## src/rtl/hood_pkg.sv

```systemverilog
// Shared range-hood constants: mode codes used by the mode FSM, display and
// timers, plus the hurricane timer state encoding.
package hood_pkg;

  localparam logic [2:0] MODE_STANDBY   = 3'b000;
  localparam logic [2:0] MODE_1         = 3'b001;
  localparam logic [2:0] MODE_2         = 3'b010;
  localparam logic [2:0] MODE_HURRICANE = 3'b011;
  localparam logic [2:0] MODE_CLEAN     = 3'b100;
  localparam logic [2:0] MODE_SHOW_GEST = 3'b110;
  localparam logic [2:0] MODE_SHOW_CUM  = 3'b111;

  typedef enum logic [1:0] {
    TMR_IDLE    = 2'b00,
    TMR_RUN     = 2'b01,
    TMR_DONE    = 2'b10,
    TMR_LOCKOUT = 2'b11
  } timer_state_e;

  function automatic logic is_hurricane(input logic [2:0] mode);
    return (mode == MODE_HURRICANE);
  endfunction

endpackage

```

## src/rtl/sec_tick.sv

```systemverilog
// Seconds prescaler: counts 0..CLK_HZ-1 while enabled and flags the terminal
// count as a one-cycle tick. A synchronous clear restarts the second.
module sec_tick #(
  parameter int CLK_HZ = 100_000_000
) (
  input  logic clk,
  input  logic rst,
  input  logic clr,
  input  logic en,
  output logic tick
);

  localparam int W = (CLK_HZ > 1) ? $clog2(CLK_HZ) : 1;
  localparam logic [W-1:0] TERM = W'(CLK_HZ - 1);
  localparam logic [W-1:0] ZERO = W'(0);
  localparam logic [W-1:0] ONE  = W'(1);

  logic [W-1:0] cnt_q;
  logic [W-1:0] cnt_d;

  assign tick = en & (cnt_q == TERM);

  // Next prescaler value: clear wins, terminal count wraps to zero.
  always_comb begin
    cnt_d = cnt_q;
    if (clr) begin
      cnt_d = ZERO;
    end else if (tick) begin
      cnt_d = ZERO;
    end else if (en) begin
      cnt_d = cnt_q + ONE;
    end else begin
      cnt_d = cnt_q;
    end
  end

  // Prescaler register.
  always_ff @(posedge clk or negedge rst) begin
    if (!rst) begin
      cnt_q <= ZERO;
    end else begin
      cnt_q <= cnt_d;
    end
  end

endmodule

```

## src/rtl/hurricane_timer.sv

```systemverilog
// Hurricane (mode 3) supervisor: times the run, latches a menu press during it,
// and holds off re-entry through a lockout period.
module hurricane_timer
  import hood_pkg::*;
#(
  parameter int CLK_HZ      = 100_000_000,
  parameter int RUN_SEC     = 60,
  parameter int LOCKOUT_SEC = 0
) (
  input  logic       clk,
  input  logic       rst,
  input  logic       machine_state,
  input  logic [2:0] mode_state,
  input  logic       menu_btn,
  output logic       hurricane_mode_enabled,
  output logic       return_state,
  output logic [7:0] sec_left,
  output logic       timer_active
);

  localparam logic [7:0] RUN_LOAD  = 8'(RUN_SEC);
  localparam logic [7:0] LOCK_LOAD = 8'(LOCKOUT_SEC);
  localparam logic       LOCK_TIMED = (LOCKOUT_SEC != 0);

  timer_state_e state_q, state_d;
  logic       enabled_q, enabled_d;
  logic       ret_q, ret_d;
  logic [7:0] sec_q, sec_d;
  logic       active_q, active_d;
  logic       menu_prev_q;

  logic hur;
  logic menu_rise;
  logic tick;
  logic tick_en;
  logic tick_clr;

  assign hur       = is_hurricane(mode_state);
  assign menu_rise = menu_btn & ~menu_prev_q;
  assign tick_en   = (state_q == TMR_RUN) | ((state_q == TMR_LOCKOUT) & LOCK_TIMED);
  // Every state change (and power-off) starts a fresh second.
  assign tick_clr  = ~machine_state | (state_d != state_q);

  sec_tick #(.CLK_HZ(CLK_HZ)) u_sec_tick (
    .clk  (clk),
    .rst  (rst),
    .clr  (tick_clr),
    .en   (tick_en),
    .tick (tick)
  );

  // Next-state and next-output logic; power-off overrides everything.
  always_comb begin
    state_d   = state_q;
    enabled_d = enabled_q;
    ret_d     = ret_q;
    sec_d     = sec_q;
    active_d  = active_q;
    if (!machine_state) begin
      state_d   = TMR_IDLE;
      enabled_d = 1'b1;
      ret_d     = 1'b0;
      sec_d     = 8'd0;
      active_d  = 1'b0;
    end else begin
      case (state_q)
        TMR_IDLE: begin
          enabled_d = 1'b1;
          if (hur) begin
            state_d  = TMR_RUN;
            sec_d    = RUN_LOAD;
            ret_d    = 1'b0;
            active_d = 1'b1;
          end else begin
            state_d = TMR_IDLE;
          end
        end
        TMR_RUN: begin
          if (menu_rise) begin
            ret_d = 1'b1;
          end else begin
            ret_d = ret_q;
          end
          // The final tick takes precedence so a coincident menu edge survives.
          if (tick && (sec_q == 8'd1)) begin
            state_d   = TMR_DONE;
            sec_d     = 8'd0;
            enabled_d = 1'b0;
            active_d  = 1'b0;
          end else if (!hur) begin
            state_d   = TMR_LOCKOUT;
            sec_d     = LOCK_LOAD;
            enabled_d = 1'b0;
            ret_d     = 1'b0;
            active_d  = 1'b0;
          end else if (tick) begin
            sec_d = sec_q - 8'd1;
          end else begin
            sec_d = sec_q;
          end
        end
        TMR_DONE: begin
          enabled_d = 1'b0;
          if (!hur) begin
            state_d = TMR_LOCKOUT;
            sec_d   = LOCK_LOAD;
            ret_d   = 1'b0;
          end else begin
            state_d = TMR_DONE;
          end
        end
        TMR_LOCKOUT: begin
          enabled_d = 1'b0;
          ret_d     = 1'b0;
          active_d  = 1'b0;
          if (tick && (sec_q == 8'd1)) begin
            state_d   = TMR_IDLE;
            sec_d     = 8'd0;
            enabled_d = 1'b1;
          end else if (tick) begin
            sec_d = sec_q - 8'd1;
          end else begin
            sec_d = sec_q;
          end
        end
        default: begin
          state_d   = TMR_IDLE;
          enabled_d = 1'b1;
          ret_d     = 1'b0;
          sec_d     = 8'd0;
          active_d  = 1'b0;
        end
      endcase
    end
  end

  // State and output registers; menu_prev tracks the button in every state.
  always_ff @(posedge clk or negedge rst) begin
    if (!rst) begin
      state_q     <= TMR_IDLE;
      enabled_q   <= 1'b1;
      ret_q       <= 1'b0;
      sec_q       <= 8'd0;
      active_q    <= 1'b0;
      menu_prev_q <= 1'b0;
    end else begin
      state_q     <= state_d;
      enabled_q   <= enabled_d;
      ret_q       <= ret_d;
      sec_q       <= sec_d;
      active_q    <= active_d;
      menu_prev_q <= menu_btn;
    end
  end

  assign hurricane_mode_enabled = enabled_q;
  assign return_state           = ret_q;
  assign sec_left               = sec_q;
  assign timer_active           = active_q;

endmodule

```

## config.mk

```make
export PLATFORM = sky130hd
export DESIGN_NAME = hurricane_timer
export DESIGN_NICKNAME = d
export VERILOG_FILES = /design/src/rtl/hood_pkg.sv /design/src/rtl/sec_tick.sv /design/src/rtl/hurricane_timer.sv
export SDC_FILE = /design/constraint.sdc
export NUM_CORES = 1
export LEC_CHECK = 0
export ABC_AREA = 1
export BUFFER_PORTS_ARGS = -buffer_cell sky130_fd_sc_hd__buf_2
export CAP_MARGIN = 5
export CORE_UTILIZATION = 50
export CTS_CLUSTER_DIAMETER = 40
export DETAILED_ROUTE_END_ITERATION = 6
export GPL_TIMING_DRIVEN = 1
export PLACE_DENSITY = 0.71
export SLEW_MARGIN = 20
export SYNTH_ARGS = -nofsm -noshare
export SYNTH_HDL_FRONTEND = slang
export SYNTH_SLANG_ARGS = --single-unit
```

## constraint.sdc

```tcl
create_clock -name clk -period 4.98 [get_ports clk]
set_input_delay 0 -clock clk [delete_from_list [all_inputs] [get_ports clk]]
set_output_delay 0 -clock clk [all_outputs]
set_load 0.03 [all_outputs]
```

==> results_tabular.tex, run 1 <==
\begin{tabular}{lr}
\hline
Metric & Value \\
\hline
\multicolumn{2}{l}{\textbf{Power}} \\
\quad Overall power of the completed layout & 0.0007332 W \\
\quad Combinational cell fraction of total power & a little over an eighth \\
\quad Share of total power in the clock network & about two fifths \\
\quad Worst voltage drop across the vdd grid & between 0.1 and 0.15 mV \\
\quad Leakage power of the design & between 1 and 1.5 nW \\
\quad Net switching component of the power & about 0.00020 W \\
\quad Portion of total power attributed to sequential cells & a little under half \\
\quad Switch share & 27.76\% \\
\quad Cell internal power dissipation & 0.0005296 W \\
\quad Power density of the placed cells & between 200 and 250 nW/um\^{}2 \\
\multicolumn{2}{l}{\textbf{Finish}} \\
\quad Post-route cell area & 3319 um\^{}2 \\
\quad Layout cells sized above 1 & approximately 17\% \\
\quad Post-synthesis to final-layout area growth & 8.463\% \\
\quad Final nets & between 400 and 500 \\
\quad Final-layout fill cell count & $\sim$570 \\
\quad ANT cells & 0 \\
\multicolumn{2}{l}{\textbf{Clocking}} \\
\quad Clock tree from TritonCTS & built \\
\quad Root buf cell & clkbuf\_8 \\
\quad Htree depth & 2 \\
\quad Source-to-sink clock delay at the later pin of the worst-skew pair & $\sim$0.30 ns \\
\quad Post-cts sizing count & 0 \\
\quad Largest buffer count on any clock path & 2 \\
\quad Post-CTS Repair Setup Buffers & 0 \\
\quad Number of buffers inserted during clock tree synthesis & 5 \\
\quad Hold buffer count at CTS & 3 \\
\quad Clock slew at reported path FFs & 0.08 ns \\
\quad TritonCTS Sinks & 41 \\
\multicolumn{2}{l}{\textbf{Place}} \\
\quad HPWL after DPL & $\sim$5000 um \\
\quad Routability-driven placement congestion ratio & 0.8678 \\
\quad Pre-CTS worst setup slack & approximately 2 ns \\
\quad Instance area at placement & approximately 3200 um\^{}2 \\
\quad Number of input and output port buffers inserted & 17 \\
\multicolumn{2}{l}{\textbf{Run}} \\
\quad Max-cap violations & 0 \\
\multicolumn{2}{l}{\textbf{Critical path}} \\
\quad Worst endpoint required time & 5.15 ns \\
\quad Worst flop-to-flop path endpoint & u\_sec\_tick.cnt\_q[11]\$\_DFFE\_PN0P\_ \\
\quad CP Data Arrival Time & about 3.1 ns \\
\quad Worst reg2reg path startpoint & state\_q[1]\$\_DFF\_PN0\_ \\
\quad Setup slack of the most critical reg-to-reg path & between 2 and 2.5 ns \\
\quad Worst reg2reg path depth & 13 \\
\quad Crit-path max cell delay & roughly 0.60 ns \\
\quad Setup Crit Path Kind & reg2reg \\
\quad Cell at the slowest stage of the critical path & ha\_1 \\
\quad Maximum fanout along the worst path & 27 \\
\quad CP Launch Type & flop \\
\quad CP endpoint kind & flop \\
\quad Worst path most repeated cell & nand2\_1 \\
\quad Cells traversed along the worst timing path & inv\_1 > ha\_1 > nand4\_1 > nor2\_4 > nand4\_4 > nand2\_1 > nand2\_1 > nand2\_1 > nand2\_1 > nand2\_1 > nand2\_2 > nand2\_4 > nor2\_1 \\
\multicolumn{2}{l}{\textbf{Timing}} \\
\quad Unrepaired setup endpoints after global routing & false \\
\quad Part of the cycle the worst path needs & 59.71\% \\
\quad Hold WS & 0.2371 ns \\
\quad Slew at the pin closest to its max-slew limit & between 0.9 and 1 ns \\
\quad Setup TNS & 0 ns \\
\quad Slack of the critical path & approximately 2.0 ns \\
\quad Final-report hold violation count & 0 \\
\quad Headroom to the max-slew limit & approximately two fifths \\
\quad Number of pins exceeding their max-slew limit in the final report & 0 \\
\quad Fin crit period & $\sim$3.0 ns \\
\quad Clock skew after layout & 0.008989 ns \\
\quad Final setup fails & 0 \\
\quad Highest attainable clock frequency & approximately 340 MHz \\
\multicolumn{2}{l}{\textbf{Synth}} \\
\quad Share of synthesized flip-flops with an asynchronous set or reset & 100.0\% \\
\quad Mean cell area of the mapped netlist & about 7.6 um\^{}2 \\
\quad Count of different cell masters after synthesis & a little over 40 \\
\quad Share of the synthesized area in compound gates (AO/OA/AOI/OAI) & approximately 7.4\% \\
\quad Post-synth net total & 418 \\
\quad Leading post-synthesis cells by cell area & dfrtp\_1, nand2\_1, nor2\_4 \\
\quad Most frequently used flop master after synthesis & dfrtp\_1 \\
\quad Number of synthesized register bits & 41 \\
\quad Main combinational cell family by area after synthesis & simple AND/OR/NAND/NOR gates \\
\quad Area share of the largest cell type after synthesis & between 30\% and 40\% \\
\quad Cells after synthesis & 402 \\
\quad Sequential fraction of the synthesis area & between 30 and 40\% \\
\quad Fraction of synthesized area in multiplexers & less than 1\% \\
\quad Netlist area before placement & 3060 um\^{}2 \\
\quad Post-synth top area cell & dfrtp\_1 \\
\quad Share of synthesized cell area in full adder, half adder and majority cells & between 3 and 4\% \\
\quad Dominant cell by count in the synthesized netlist & nand2\_1 \\
\quad Most frequent cells after synthesis & nand2\_1, nor2\_1, inv\_1, dfrtp\_1, nand3\_1 \\
\quad YS warnings & 0 \\
\quad Fraction of synthesized cell area in xor and xnor cells & under 10\% \\
\quad Number of enable flip-flop cells after synthesis & 0 \\
\quad Simple-gate area share of the yosys netlist & between 40 and 50\% \\
\multicolumn{2}{l}{\textbf{Drt}} \\
\quad Average wire per cell in the routed design & about 14 um \\
\quad Total length of routed wires & just under 7000 um \\
\quad Vias after detailed routing & $\sim$2600 \\
\quad Number of nets with antenna violations after detailed routing & 0 \\
\quad Avg Vias per Cell & roughly 5.3 \\
\quad Initial DRC Count & around 180 \\
\quad DRC viols & 0 \\
\quad First-pass iteration count of the detailed router & 5 \\
\multicolumn{2}{l}{\textbf{Min path}} \\
\quad Instance count along the most critical hold path & 5 \\
\quad Type of the worst min-delay path & in2reg \\
\quad Hold EP & timer\_active\$\_DFFE\_PN0P\_ \\
\quad Hold path startpoint & mode\_state[2] \\
\multicolumn{2}{l}{\textbf{Die}} \\
\quad Initial Utilization & between 50 and 60\% \\
\quad Overall die width & $\sim$80 um \\
\quad Row count & 28 \\
\quad Floorplan die height & 80.24 um \\
\quad Full die area & 6438 um\^{}2 \\
\quad I/O pin total & 18 \\
\quad Core area & approximately 5900 um\^{}2 \\
\multicolumn{2}{l}{\textbf{Global routing}} \\
\quad Maximum number of pins on one net before global-route repair & 42 \\
\quad Number of antenna violations at the first check in global routing & 0 \\
\quad Remaining global-route overflow & 0 \\
\quad Number of global-route vias before repair & about 2500 \\
\quad Overall track demand over capacity in global routing & between 20\% and 30\% \\
\quad Global-route wire length before repair & about 12000 um \\
\multicolumn{2}{l}{\textbf{Outcome}} \\
\quad Outcome & finished clean \\
\hline
\end{tabular}
## per-layer routing
metal	global-route usage, %	up-vias	wire, um
li1	-	1343	-
met1	28.93	1223	3045
met2	40.94	64	3286
met3	4.545	11	312
met4	8.929	0	139
met5	0	-	0
## worst max path at each step
stage                               from                               end  slack (ns)  cells after the start
floorplan           state_q[1]$_DFF_PN0_   u_sec_tick.cnt_q[0]$_DFFE_PN0P_        2.88                     15
global placement    state_q[1]$_DFF_PN0_  u_sec_tick.cnt_q[18]$_DFFE_PN0P_        2.12                      8
detailed placement  state_q[1]$_DFF_PN0_   u_sec_tick.cnt_q[6]$_DFFE_PN0P_        2.00                     13
CTS                 state_q[1]$_DFF_PN0_   u_sec_tick.cnt_q[6]$_DFFE_PN0P_        1.98                     13
global route        state_q[1]$_DFF_PN0_   u_sec_tick.cnt_q[8]$_DFFE_PN0P_        1.70                     13
finish              state_q[1]$_DFF_PN0_  u_sec_tick.cnt_q[11]$_DFFE_PN0P_        2.01                     13
## cell type report
class	count	area (um^2)	area share, %
clock inverters	1	30.03	0.9046
clock buffers	7	86.33	2.601
inverters	47	176.4	5.315
repair buffers	21	122.6	3.694
well taps	75	93.84	2.827
multi-input cells	305	1783	53.71
flip-flops and latches	41	1027	30.95
## cell usage in the layout (no fill, tap or decap), types with 4 or more instances in the layout
cell | netlist | routed
o21ai_0 | 12 | 12
nor2_4 | 23 | 23
nand3_1 | 24 | 24
a21oi_1 | 17 | 17
dfrtp_1 | 40 | 40
nor2_1 | 56 | 56
buf_2 | 3 | 17
clkbuf_8 | 0 | 6
xor2_1 | 18 | 18
ha_1 | 9 | 9
nand4_1 | 16 | 16
nand2_2 | 6 | 6
xnor2_1 | 4 | 4
inv_1 | 43 | 43
nor3_1 | 16 | 16
nand2_1 | 73 | 73
## metrics by stage
step                      instances  util (%)
after global placement          486     53.59
final                           497     56.07
after detailed placement        486     53.59
after global routing            497     56.07
after CTS                       497     56.07
after floorplan                 402         -
## state kept, by name, summed over array words and instances (netlist names)
name,count
u_sec_tick.cnt_q,27
return_state,1
sec_left,8
hurricane_mode_enabled,1
timer_active,1
menu_prev_q,1
state_q,2
## kinds of logic (layout without fill, tap and decap cells)
| family | Yosys count | after routing |
|---|---|---|
| and+or+nand+nor | 233 | 233 |
| AOI/OAI and AO/OA | 40 | 40 |
| xor gates and xnor gates | 22 | 22 |
| buffers and inverters | 56 | 76 |
| muxes | 1 | 1 |
| DFF | 41 | 41 |
| adders and majority gates | 9 | 9 |
## critical path, delay by kind of cell, from the launching register on
kind | cells | cell delay (ns)
buffers and inverters | 1 | 0.14
DFF | 1 | 0.45
adders and majority gates | 1 | 0.60
and+or+nand+nor | 11 | 1.64
## power groups by stage
stage / Sequential [W] / Combinational (W) / Clock, W
after floorplan: 0.000367 / 0.0000652 / 0
after global placement: 0.000356 / 0.0000987 / 0
after detailed placement: 0.000356 / 0.000100 / 0
after CTS: 0.000349 / 0.000102 / 0.000293
after global routing: 0.000351 / 0.000112 / 0.000306
final: 0.000349 / 0.000101 / 0.000283
No activity file was read; power rests on OpenSTA's default activity.
==> run 2, diff against run 1 <==
Settings changed: ABC_AREA 1 to 0, PLACE_DENSITY 0.71 to 0.74.
Clock period 4.98 ns to 2.46 ns, I/O delays scaled along.
==> run 2 against run 1 <==
Via count down 13%. Cell count down 21%. Setup slack worse by 2.0 ns. Highest routed layer unchanged. Critical path depth down 7. Global-route usage up 0.72 points. Die area down 18%. Clock-buffer cell count unchanged. Combinational power up 88%. Sequential share of layout area up 2.8 points.
==> results_tabular.tex, run 2 <==
\begin{tabular}{lr}
\hline
Metric & Value \\
\hline
\multicolumn{2}{l}{\textbf{Outcome}} \\
\quad Outcome & finished clean \\
\multicolumn{2}{l}{\textbf{Die}} \\
\quad Floorplan die height & 72.73 um \\
\quad Full die area & 5289 um\^{}2 \\
\quad Core area & about 4800 um\^{}2 \\
\quad Overall die width & 72.73 um \\
\quad Initial Utilization & between 50\% and 60\% \\
\quad I/O pin total & 18 \\
\quad Row count & 25 \\
\multicolumn{2}{l}{\textbf{Synth}} \\
\quad Share of synthesized flip-flops with an asynchronous set or reset & between 90\% and 100\% \\
\quad Post-synth top area cell & dfrtp\_1 \\
\quad Sequential fraction of the synthesis area & just over 40\% \\
\quad YS warnings & 0 \\
\quad Area share of the largest cell type after synthesis & between 40 and 50\% \\
\quad Most frequent cells after synthesis & dfrtp\_1, nor2\_1, nand2\_1, nand3\_1, a21oi\_1 \\
\quad Dominant cell by count in the synthesized netlist & dfrtp\_1 \\
\quad Cells after synthesis & about 280 \\
\quad Number of enable flip-flop cells after synthesis & 0 \\
\quad Count of different cell masters after synthesis & a little under 50 \\
\quad Netlist area before placement & about 2500 um\^{}2 \\
\quad Number of synthesized register bits & approximately 40 \\
\quad Leading post-synthesis cells by cell area & dfrtp\_1, nor2\_1, xor2\_1 \\
\quad Post-synth net total & 299 \\
\quad Mean cell area of the mapped netlist & just under 9 um\^{}2 \\
\quad Most frequently used flop master after synthesis & dfrtp\_1 \\
\multicolumn{2}{l}{\textbf{Place}} \\
\quad Pre-CTS worst setup slack & 0.02197 ns \\
\quad Routability-driven placement congestion ratio & $\sim$0.88 \\
\quad Number of input and output port buffers inserted & 17 \\
\quad Instance area at placement & about 2800 um\^{}2 \\
\quad HPWL after DPL & 4132 um \\
\multicolumn{2}{l}{\textbf{Finish}} \\
\quad Number of flip-flops under the largest register name & 27 \\
\quad ANT cells & 0 \\
\quad Final-layout fill cell count & 420 \\
\quad Most frequent cells in the layout & dfrtp\_1, nor2\_1, nand2\_1 \\
\quad Post-synthesis to final-layout area growth & 21.61\% \\
\quad Final nets & roughly 340 \\
\quad Post-route cell area & between 3000 and 4000 um\^{}2 \\
\quad Layout cells sized above 1 & about a fifth \\
\quad Most common cell after layout, fill and taps aside & dfrtp\_1 \\
\quad Register name with the most flops & u\_sec\_tick.cnt\_q \\
\multicolumn{2}{l}{\textbf{Global routing}} \\
\quad Remaining global-route overflow & 0 \\
\quad Number of antenna violations at the first check in global routing & 0 \\
\quad Maximum number of pins on one net before global-route repair & between 40 and 50 \\
\quad Number of global-route vias before repair & roughly 2100 \\
\quad Overall track demand over capacity in global routing & 24.38\% \\
\quad Global-route wire length before repair & 9873 um \\
\multicolumn{2}{l}{\textbf{Drt}} \\
\quad Average wire per cell in the routed design & 15.93 um \\
\quad Vias after detailed routing & 2304 \\
\quad Total length of routed wires & about 6300 um \\
\quad Initial DRC Count & around 230 \\
\quad DRC viols & 0 \\
\quad Avg Vias per Cell & between 5 and 6 \\
\quad First-pass iteration count of the detailed router & 4 \\
\quad Number of nets with antenna violations after detailed routing & 0 \\
\multicolumn{2}{l}{\textbf{Clocking}} \\
\quad Htree depth & 2 \\
\quad TritonCTS Sinks & a little over 40 \\
\quad Number of buffers inserted during clock tree synthesis & 5 \\
\quad Clock slew at reported path FFs & 0.08 ns \\
\quad Largest buffer count on any clock path & 2 \\
\quad Root buf cell & clkbuf\_8 \\
\quad Clock tree from TritonCTS & built \\
\quad Source-to-sink clock delay at the later pin of the worst-skew pair & 0.30 ns \\
\multicolumn{2}{l}{\textbf{Timing}} \\
\quad Number of pins exceeding their max-slew limit in the final report & 0 \\
\quad Clock skew after layout & approximately 0.0047 ns \\
\quad Slew at the pin closest to its max-slew limit & roughly 0.9 ns \\
\quad Final-report hold violation count & 0 \\
\quad Final setup fails & 0 \\
\quad Part of the cycle the worst path needs & 98.47\% \\
\quad Fin crit period & about 2.4 ns \\
\quad Headroom to the max-slew limit & 38.97\% \\
\quad Slack of the critical path & 0.03759 ns \\
\quad Hold WS & 0.3123 ns \\
\quad Highest attainable clock frequency & just over 400 MHz \\
\multicolumn{2}{l}{\textbf{Critical path}} \\
\quad CP Launch Type & flop \\
\quad Worst flop-to-flop path endpoint & u\_sec\_tick.cnt\_q[1]\$\_DFFE\_PN0P\_ \\
\quad Maximum fanout along the worst path & 4 \\
\quad Worst endpoint required time & approximately 2.7 ns \\
\quad Setup slack of the most critical reg-to-reg path & around 0.038 ns \\
\quad Worst reg2reg path depth & 6 \\
\quad Worst reg2reg path startpoint & sec\_left[6]\$\_DFFE\_PN0P\_ \\
\quad CP endpoint kind & flop \\
\quad Setup Crit Path Kind & reg2reg \\
\quad CP Data Arrival Time & about 2.7 ns \\
\multicolumn{2}{l}{\textbf{Power}} \\
\quad Power density of the placed cells & between 400 and 500 nW/um\^{}2 \\
\quad Worst voltage drop across the vdd grid & around 0.26 mV \\
\quad Leakage power of the design & around 1.2 nW \\
\multicolumn{2}{l}{\textbf{Run}} \\
\quad Max-cap violations & 0 \\
\multicolumn{2}{l}{\textbf{Min path}} \\
\quad Instance count along the most critical hold path & 4 \\
\quad Hold path startpoint & mode\_state[2] \\
\quad Hold EP & timer\_active\$\_DFFE\_PN0P\_ \\
\quad Type of the worst min-delay path & in2reg \\
\hline
\end{tabular}
-- run 2: changes by cell type in the layout (fill, tap and decap cells not counted), sizes merged, moves of 8 or more --
cell,previous run,this run
nand3,26,18
nand2,81,25
buf,18,39
nor2,81,34
inv,46,10
-- run 2: worst max-delay path: stages, from the launching register on --
cell	delay, ns
dfrtp_1	0.41
or4_4	0.54
or4b_4	0.57
a2111oi_4	0.33
buf_4	0.22
o21ai_2	0.13
a21oi_2	0.16
-- run 2: final cells by class --
cell class	count	area, um^2	share of cell area [%]
Multi-Input combinational cell	225	1496	49.20
Sequential cell	41	1027	33.77
Timing Repair Buffer	42	280.3	9.214
Clock buffer	7	86.33	2.838
Tap cell	67	83.83	2.756
Inverter	10	37.54	1.234
Clock inverter	1	30.03	0.9872
-- run 2: power breakdown --
part	switching (W)	internal, W	total, W
Sequential	0.00000968	0.000686	0.000696
Clock	0.000238	0.000331	0.000569
Combinational	0.000124	0.0000661	0.000190
-- run 2: kinds of logic after synthesis --
logic type               after synthesis  synth area share [%]
buffers and inverters                 19                 3.152
flip-flops                            41                 41.07
AND/OR/NAND/NOR                      137                 28.82
AO/OA/AOI/OAI                         52                 13.41
XOR/XNOR                              21                 7.354
multiplexers                           4                 1.701
adder cells (fa/ha/maj)                9                 4.502
-- run 2: through the flow --
stage | std cells | utilization (%) | total power [W] | TNS, ns
4_1_cts | 386 | 61.05 | 0.001447 | -0.002582
6_report | 393 | 63.97 | 0.001455 | 0
5_1_grt | 393 | 63.97 | 0.001514 | -0.09091
2_1_floorplan | 283 | - | 0.0008129 | 0
3_3_place_gp | 375 | 57.97 | 0.0008738 | 0
3_5_place_dp | 375 | 57.97 | 0.0008779 | 0
-- run 2: per-layer routing --
| layer | share of wire [%] | up-vias | track usage (%) |
|---|---|---|---|
| met4 | 2.1 | 0 | 8.932 |
| li1 | - | 1107 | - |
| met5 | 0 | - | 0 |
| met2 | 49 | 81 | 40.71 |
| met3 | 5.6 | 13 | 4.558 |
| met1 | 43 | 1103 | 31.50 |
-- run 2: worst max-delay path by stage --
stage / cells past startpoint / end / start / slack [ns]
3_3_place_gp: 5 / u_sec_tick.cnt_q[14]$_DFFE_PN0P_ / sec_left[6]$_DFFE_PN0P_ / 0.09
2_1_floorplan: 6 / u_sec_tick.cnt_q[1]$_DFFE_PN0P_ / sec_left[3]$_DFFE_PN0P_ / 0.004
5_1_grt: 7 / sec_left[5]$_DFFE_PN0P_ / u_sec_tick.cnt_q[1]$_DFFE_PN0P_ / -0.03
4_1_cts: 5 / u_sec_tick.cnt_q[19]$_DFFE_PN0P_ / sec_left[6]$_DFFE_PN0P_ / -0.003
3_5_place_dp: 5 / u_sec_tick.cnt_q[21]$_DFFE_PN0P_ / sec_left[6]$_DFFE_PN0P_ / 0.02
6_report: 6 / u_sec_tick.cnt_q[1]$_DFFE_PN0P_ / sec_left[6]$_DFFE_PN0P_ / 0.04
-- run 2: repair_timing --
item	4_1_cts	5_1_grt
cloned	0	2
endpoints found under the hold margin	42	0
endpoints found under the setup margin	1	27
pin swaps	0	5
gates resized for setup	0	15
setup buffers	0	5
hold buffers	3	0
